==> src/rtl/gt_cache_pkg.sv <==
// Shared line/tag types and helpers for the GT cache blocks
// (direct-mapped L1 and its victim cache).
package gt_cache_pkg;

    localparam int ADDR_W   = 32;
    localparam int LINE_W   = 256;
    localparam int OFFSET_W = 5;
    localparam int TAG_W    = ADDR_W - OFFSET_W;

    typedef logic [ADDR_W-1:0] addr_t;
    typedef logic [TAG_W-1:0]  tag_t;
    typedef logic [LINE_W-1:0] line_t;

    function automatic tag_t tag_of(input addr_t addr);
        tag_t                tag;
        logic [OFFSET_W-1:0] offset_unused;
        {tag, offset_unused} = addr;
        return tag;
    endfunction

    // Byte lanes are little-endian: byte n lives in bits [8n+7:8n].
    function automatic logic [7:0] byte_sel(input line_t line, input logic [OFFSET_W-1:0] offset);
        return line[{offset, 3'b000} +: 8];
    endfunction

endpackage

==> src/rtl/gt_victim_match.sv <==
// Fully-associative tag match plus lowest-index free-slot search.
module gt_victim_match
    import gt_cache_pkg::*;
#(
    parameter  int ENTRIES = 4,
    localparam int IDX_W   = $clog2(ENTRIES)
) (
    input  logic [ENTRIES-1:0] valid_i,
    input  tag_t               tags_i [ENTRIES],
    input  tag_t               query_i,
    output logic               hit_o,
    output logic [IDX_W-1:0]   hit_idx_o,
    output logic [IDX_W-1:0]   free_idx_o,
    output logic               any_free_o
);

    // Scan from the top down so the lowest index is the one left standing.
    always_comb begin
        hit_o      = 1'b0;
        hit_idx_o  = '0;
        free_idx_o = '0;
        any_free_o = 1'b0;
        for (int i = ENTRIES - 1; i >= 0; i--) begin
            if (valid_i[i] && (tags_i[i] == query_i)) begin
                hit_o     = 1'b1;
                hit_idx_o = IDX_W'(i);
            end
            if (!valid_i[i]) begin
                any_free_o = 1'b1;
                free_idx_o = IDX_W'(i);
            end
        end
    end

endmodule

==> src/rtl/gt_victim_cache.sv <==
// Fully-associative victim cache behind GT_direct_map: captures evicted lines,
// returns them on an L1 miss and frees the entry (swap semantics).
module gt_victim_cache
    import gt_cache_pkg::*;
#(
    parameter  int ENTRIES = 4,
    localparam int IDX_W   = $clog2(ENTRIES),
    localparam int CNT_W   = IDX_W + 1
) (
    input  logic              CLK,
    input  logic              RST_N,
    input  logic              evictValid,
    input  logic [ADDR_W-1:0] evictAddr,
    input  logic [LINE_W-1:0] evictData,
    input  logic              lookupValid,
    input  logic [ADDR_W-1:0] lookupAddr,
    output logic              lookupDone,
    output logic              lookupHit,
    output logic [LINE_W-1:0] lookupData,
    output logic [7:0]        dataReturn,
    output logic [CNT_W-1:0]  occupancy
);

    logic [ENTRIES-1:0] valid_q, valid_d;
    tag_t               tag_q  [ENTRIES];
    line_t              data_q [ENTRIES];
    logic [IDX_W-1:0]   ptr_q, ptr_d;
    logic [CNT_W-1:0]   occ_q, occ_d;

    logic               done_q, hit_q;
    line_t              line_q, line_d;
    logic [7:0]         byte_q, byte_d;

    logic               lk_match, ev_match, ev_any_free, lk_hit;
    logic [IDX_W-1:0]   lk_idx, ev_idx, ev_free_idx, wr_idx;
    logic [IDX_W-1:0]   lk_free_idx_unused;
    logic               lk_any_free_unused;

    gt_victim_match #(.ENTRIES(ENTRIES)) u_lookup_match (
        .valid_i    (valid_q),
        .tags_i     (tag_q),
        .query_i    (tag_of(lookupAddr)),
        .hit_o      (lk_match),
        .hit_idx_o  (lk_idx),
        .free_idx_o (lk_free_idx_unused),
        .any_free_o (lk_any_free_unused)
    );

    gt_victim_match #(.ENTRIES(ENTRIES)) u_evict_match (
        .valid_i    (valid_q),
        .tags_i     (tag_q),
        .query_i    (tag_of(evictAddr)),
        .hit_o      (ev_match),
        .hit_idx_o  (ev_idx),
        .free_idx_o (ev_free_idx),
        .any_free_o (ev_any_free)
    );

    always_comb begin
        lk_hit  = lookupValid && lk_match;
        valid_d = valid_q;
        ptr_d   = ptr_q;
        wr_idx  = '0;
        if (lk_hit) begin
            valid_d[lk_idx] = 1'b0;
        end
        // Same-tag overwrite beats reusing the slot a hit is vacating, which
        // beats a free slot; round-robin replacement only when full.
        if (evictValid) begin
            if (ev_match) begin
                wr_idx = ev_idx;
            end else if (lk_hit) begin
                wr_idx = lk_idx;
            end else if (ev_any_free) begin
                wr_idx = ev_free_idx;
            end else begin
                wr_idx = ptr_q;
                ptr_d  = ptr_q + IDX_W'(1);
            end
            valid_d[wr_idx] = 1'b1;
        end
        occ_d = '0;
        for (int i = 0; i < ENTRIES; i++) begin
            occ_d = occ_d + CNT_W'(valid_d[i]);
        end
        line_d = lk_hit ? data_q[lk_idx] : '0;
        byte_d = byte_sel(line_d, lookupAddr[OFFSET_W-1:0]);
    end

    always_ff @(posedge CLK) begin
        if (!RST_N) begin
            valid_q <= '0;
            ptr_q   <= '0;
            occ_q   <= '0;
            done_q  <= 1'b0;
            hit_q   <= 1'b0;
            line_q  <= '0;
            byte_q  <= '0;
        end else begin
            valid_q <= valid_d;
            ptr_q   <= ptr_d;
            occ_q   <= occ_d;
            done_q  <= lookupValid;
            if (lookupValid) begin
                hit_q  <= lk_hit;
                line_q <= line_d;
                byte_q <= byte_d;
            end
        end
    end

    // Tag/data storage is qualified by valid_q, so it carries no reset.
    always_ff @(posedge CLK) begin
        if (RST_N && evictValid) begin
            tag_q[wr_idx]  <= tag_of(evictAddr);
            data_q[wr_idx] <= evictData;
        end
    end

    assign lookupDone = done_q;
    assign lookupHit  = hit_q;
    assign lookupData = line_q;
    assign dataReturn = byte_q;
    assign occupancy  = occ_q;

endmodule

==> config.mk <==
export PLATFORM = sky130hd
export DESIGN_NAME = gt_victim_cache
export DESIGN_NICKNAME = d
export VERILOG_FILES = /design/src/rtl/gt_cache_pkg.sv /design/src/rtl/gt_victim_match.sv /design/src/rtl/gt_victim_cache.sv
export SDC_FILE = /design/constraint.sdc
export NUM_CORES = 2
export LEC_CHECK = 0
export ABC_AREA = 0
export BUFFER_PORTS_ARGS = -buffer_cell sky130_fd_sc_hd__buf_2
export CAP_MARGIN = 0
export CELL_PAD_IN_SITES_DETAIL_PLACEMENT = 1
export CELL_PAD_IN_SITES_GLOBAL_PLACEMENT = 2
export CORE_UTILIZATION = 35
export DETAILED_ROUTE_END_ITERATION = 12
export PLACE_DENSITY = 0.73
export SLEW_MARGIN = 20
export SYNTH_ARGS = -nofsm -noshare
export SYNTH_HDL_FRONTEND = slang
export SYNTH_SLANG_ARGS = --single-unit
==> constraint.sdc <==
create_clock -name CLK -period 43.5 [get_ports CLK]
set_input_delay 6.525 -clock CLK [delete_from_list [all_inputs] [get_ports CLK]]
set_output_delay 6.525 -clock CLK [all_outputs]
set_load 0.02 [all_outputs]
Word-level counts from Yosys, hierarchy flattened
Memories as Yosys holds them, arrays and structs flattened.
Index checks and enable logic that the tools add are counted.

storage, ports and cells
  bits in registers = 383
  bits in writable memories = 1024
  input port bits = 324
  output and inout port bits = 269
  memories = 1

operators by class
  $add $sub $neg = 4
  magnitude comparators = 6
  equal/unequal tests = 8
  shift operators = 1
  muxes and demuxes = 41
  bitwise gates (word level) = 7
  reductions and logical operators = 14

memory list
  name    words  width  rd ports  clocked after memory_dff  write ports  line                   text
  data_q  4      256    1         0                         1            gt_victim_cache.sv:26  line_t data_q [ENTRIES];

operator list
  operator               count
  $mux W256              1
  $shiftx A256 B9 Y8     1
  $eq A27 B27 Y1         8
  $bwmux W108            1
  $demux W27 S2          1
  $mux W2                17
  $mux W27               1
  $mux W1                16
  $logic_and A1 B1 Y1    13
  $mux W4                2
  $lt A2 B3 Y1 const B   2
  $and A4 B4 Y4          1
  $demux W1 S2           2
  $ge A2 B1 Y1 const B   2
  $not A4 Y4             1
  $or A4 B4 Y4           1
  $reduce_and A4 Y1      1
  $add A2 B1 Y3          1
  $add A3 B1 Y3          1
  $ge A3 B3 Y1 const B   1
  $lt A3 B1 Y1 const B   1
  $not A1 Y1             3
  $not A2 Y3             1
  $add A1 B1 Y2          1
  $add A2 B1 Y2 const B  1

Depth between registers and ports, before layout
  depth in word-level cells = 19
  mapped depth = 18

By module
A second synthesis with hierarchy kept.

second synthesis, totals
  cell total of the unflattened synthesis = 3492
  area, all modules = 57093.5 um^2

by module, submodules not included
  module           times used  cells each  area an instance (um^2)  sequential area each (um^2)
  gt_victim_cache  1           3154        54288.3                  39497.9
  gt_victim_match  2           169         1402.6                   0.0

Worst setup path after synthesis
No wires, ideal clock.

  path kind = input-to-reg
  start = in lookupAddr[15]
  end = mem data_q[0][0] (netlist name) (enable)
  arrival time = 28921 ps
  slack = 13235 ps
  stages on the path = 9
  cell sequence = buf_2 -> xnor2_1 -> nand4_1 -> nor4_1 -> a22oi_1 -> clkbuf_1 -> o21ai_0 -> a31oi_1 -> a211oi_1

on the way
  cells in the longest elaborated chain, start to end = 11

RTL lines
  item                    line                   text
  start: declaration      gt_victim_cache.sv:16  input logic [ADDR_W-1:0] lookupAddr,
  $eq A27 B27 Y1          gt_victim_match.sv:24  if (valid_i[i] && (tags_i[i] == query_i)) begin
  $logic_and A1 B1 Y1     gt_victim_match.sv:24
  $mux W1 (4 in a row)    gt_victim_match.sv:24
  $logic_and A1 B1 Y1     gt_victim_cache.sv:60  lk_hit = lookupValid && lk_match;
  $mux W2 *               gt_victim_cache.sv:72  end else if (lk_hit) begin
  $mux W2 *               gt_victim_cache.sv:70  if (ev_match) begin
  $mux W2 * (2 in a row)  gt_victim_cache.sv:69  if (evictValid) begin
  end: declaration        gt_victim_cache.sv:26

Mark *: on every way between the ends. The rest lies on a longest branch, timed or not. The select of a mux whose other input is x is not followed.

Worst setup path after layout
  start = in lookupAddr[10]
  end = mem data_q[3][93] (netlist name) (enable)

The elaborated chain is that of the path after synthesis.

==> flow_summary.yaml <==
setup_path:
  required_ns: 43.91
  startpoint: "lookupAddr[10]"
  slowest_delay_ns: 0.91
  path_buf_inv: 5
  crit_top_cell: "buf_4"
  slowest_stage: "buf_4"
  critPathTopFamily: "buffers and inverters"
  criticalPathCategory: "in -> reg"
  crit_path_start_kind: "input port"
  r2r-start: "tag_q[5]"
  cp_cell_sequence: "buf_2, xnor2_1, nand4_1, nor3_1, o211ai_2, a21oi_2, buf_4, nand2_2, and3_1, o21ai_2, nand2_1, nor2_4, buf_4, buf_4, buf_4"
  worst_setup_path_end_kind: "flip-flop"
  arrival_ns: 13.68
  rrSetupSlack_ns: 35.71
  crit_fanout: 61
cts:
  post_cts_buffers: 0
  clkTransAtPathRegs_ns: 0.06
  hold_buffers: 0
  clockRootBuffer: "clkbuf_16"
  numCtsBuffers: 157
  cts_buffer_depth: 3
  ctsResizeCount: 0
  h-tree-depth: 4
  cts_tree: "built"
  clock_latency_ns: 0.81
  cts_num_sinks: 1407
sta:
  fin_crit_ns: 13.27
  worst_pin_slew_ns: 1.21
  rsz0062_at_grt: "no"
  finalSetupTns_ns: 0
  fin_skew_ns: 0.0302
  layout_worst_path_cycle_share_pct: 30.5
  setup_slack_ns: 30.23
  report.final.slew_viol_count: 0
  fmax_mhz: 75.3
  setup_viol: 0
  slew_headroom_pct: 18.5
  hold_viol_final: 0
floorplan:
  core-area_um2: 161000
  num_rows: 147
  dieArea_um2: 164000
  die_y_um: 405
  start_util_pct: 35.3
  die_x_um: 405
  io_pins: 593
synthesis:
  syn_nets: 4350
  yosysTopAreaCell: "edfxtp_1"
  synth_cells: 4023
  netlist.area_leader.share_pct: 59.9
  yosysWarnings: 0
  synth_cell_type_count: 106
  ys_seq_elements: 1407
  synth.avg_cell_area_um2: 14.1
  synthFlopType: "edfxtp_1"
  yosysMostFrequentCell: "edfxtp_1"
  synthArstFlopShare_pct: 0
  synth_area_um2: 56700
  synth.area.top_cells: "edfxtp_1 60%, dfxtp_1 9.7%, nand2_1 2.6%"
  synth.top_cells.by_count: "1,132 x edfxtp_1, 392 x nand2_1, 275 x dfxtp_1"
  synth_edf_count: 1132
  ys_seq_area_share_pct: 69.6
global_route:
  grt_max_degree: 127
  grt_pass1_vias: 39000
  grt_overflow: 0
  grt_usage_pct: 27.6
  grt_pass1_wl_um: 314000
  antenna_found_initial: 125
routing:
  drt-vias-per-instance: 5.70
  drt_iter0_drc: 4197
  routed_wl_um: 230000
  ant_nets: 0
  vias: 39400
  wire_per_inst_um: 33.3
  drc_errors: 0
  first_pass_iters: 6
power:
  powerDensity_nw_per_um2: 43.9
  p_leak_nw: 23.1
  ir_drop_mv: 0.0424
worst_hold_path:
  hold_path.class: "reg -> reg"
  hold_path.startpoint: "lookupData[201]"
status:
  outcome: "completed"
placed_design:
  hpwl_um: 160000
  place_inst: 6592
  placed_cell_area_um2: 62000
  pre_cts_slack_ns: 29.39
  place_congestion: 0.881
  port_buffers: 587
cells_and_area:
  area_growth_pct: 18.4
  fin_nets: 4918
  stdcell_count: 6911
  final_cell_area_um2: 67100
  layout-drive-gt1-share_pct: 21.2
flow_run:
  maxCapViolCount: 0
==> worst paths after layout <==
path | cells past startpoint | to
setup reg to reg | 14 | data_q[3][93]
hold reg to reg | 2 | lookupData[201]
hold / removal | 2 | lookupData[201]
setup / recovery | 15 | data_q[3][93]
==> per-stage QoR <==
stage               util, %  power [W]  hold WS (ns)
CTS                    41.7    0.00297         0.478
finish                 41.8    0.00295         0.475
global route           41.7    0.00302         0.492
floorplan                 -    0.00159         0.541
global placement       38.6    0.00165         0.459
detailed placement     38.6    0.00165         0.465
==> routing by layer <==
layer / part of all wire, % / wire (um) / vias up / global-route usage [%]
met5: 0.31 / 713 / - / 0
met4: 4.5 / 10300 / 110 / 11.6
met3: 10 / 23000 / 506 / 8.91
met2: 46 / 106000 / 1735 / 43.6
met1: 39 / 90600 / 20300 / 34.6
li1: - / - / 16700 / -
==> where the power goes <==
group | internal (W) | switching [W]
registers | 0.00148 | 0.00000726
logic | 0.0000378 | 0.0000993
clock network | 0.000764 | 0.000558
==> layout by cell type (no fill, tap or decap), types with 19 or more instances in the layout <==
cell and n:
xnor2_1 132, o2bb2ai_1 109, o21ai_0 60, nor2_1 102
nor4_1 36, nand3_1 117, nor2b_1 127, xor2_1 85
a31oi_1 20, a221oi_1 44, a22o_1 35, nand2_1 392
and3_1 20, clkbuf_1 53, nor3_1 24, edfxtp_1 1132
o221ai_1 23, a21boi_0 47, mux2_2 36, diode_2 27
nand4_1 56, a222oi_1 67, buf_2 586, clkinv_1 19
dfxtp_1 275, a21oi_1 184, buf_4 81, mux2i_1 132
clkinv_2 21, clkbuf_16 160, and2_1 128, o22ai_1 27
a22oi_1 94
==> logic make-up (layout without fill, tap and decap cells) <==
family                     Yosys count  count (layout)  synth area share (%)
other                                0              27                     0
buffers and inverters              280             981                  2.45
DFF                               1407            1407                  69.6
and+or+nand+nor                   1051            1051                  9.29
adders and majority gates            3               3                0.0794
xor gates and xnor gates           220             220                  3.44
muxes                              177             177                  3.40
AOI/OAI and AO/OA                  885             885                  11.7
==> registers in the layout, summed over array words and instances, names as in the netlist <==
register	count
occupancy	3
valid_q	4
lookupData	256
tag_q	108
ptr_q	2
data_q	1024
lookupHit	1
lookupDone	1
dataReturn	8
==> worst register-to-register path, stage by stage (launching register included) <==
cell	delay, ns
edfxtp_1	0.41
xnor2_1	0.50
nand4_1	0.27
nor3_1	0.63
o211ai_2	0.23
a21oi_2	0.19
buf_4	0.38
nand2_2	0.46
and3_1	0.36
o21ai_2	0.32
nand2_1	0.26
nor2_4	0.77
buf_4	0.67
buf_4	0.85
buf_4	1.02
==> area by class of cell <==
class                           count  area, um^2
Clock inverter                     62         636
Tap cell                         2160        2700
Antenna cell                       27        67.6
Sequential cell                  1407       39500
Multi-Input combinational cell   2336       16000
Clock buffer                      230        4440
Fill cell                       16600       93600
Inverter                           12        52.6
Timing Repair Buffer              677        3720
Note: power is estimated with default switching activity, not from simulation.
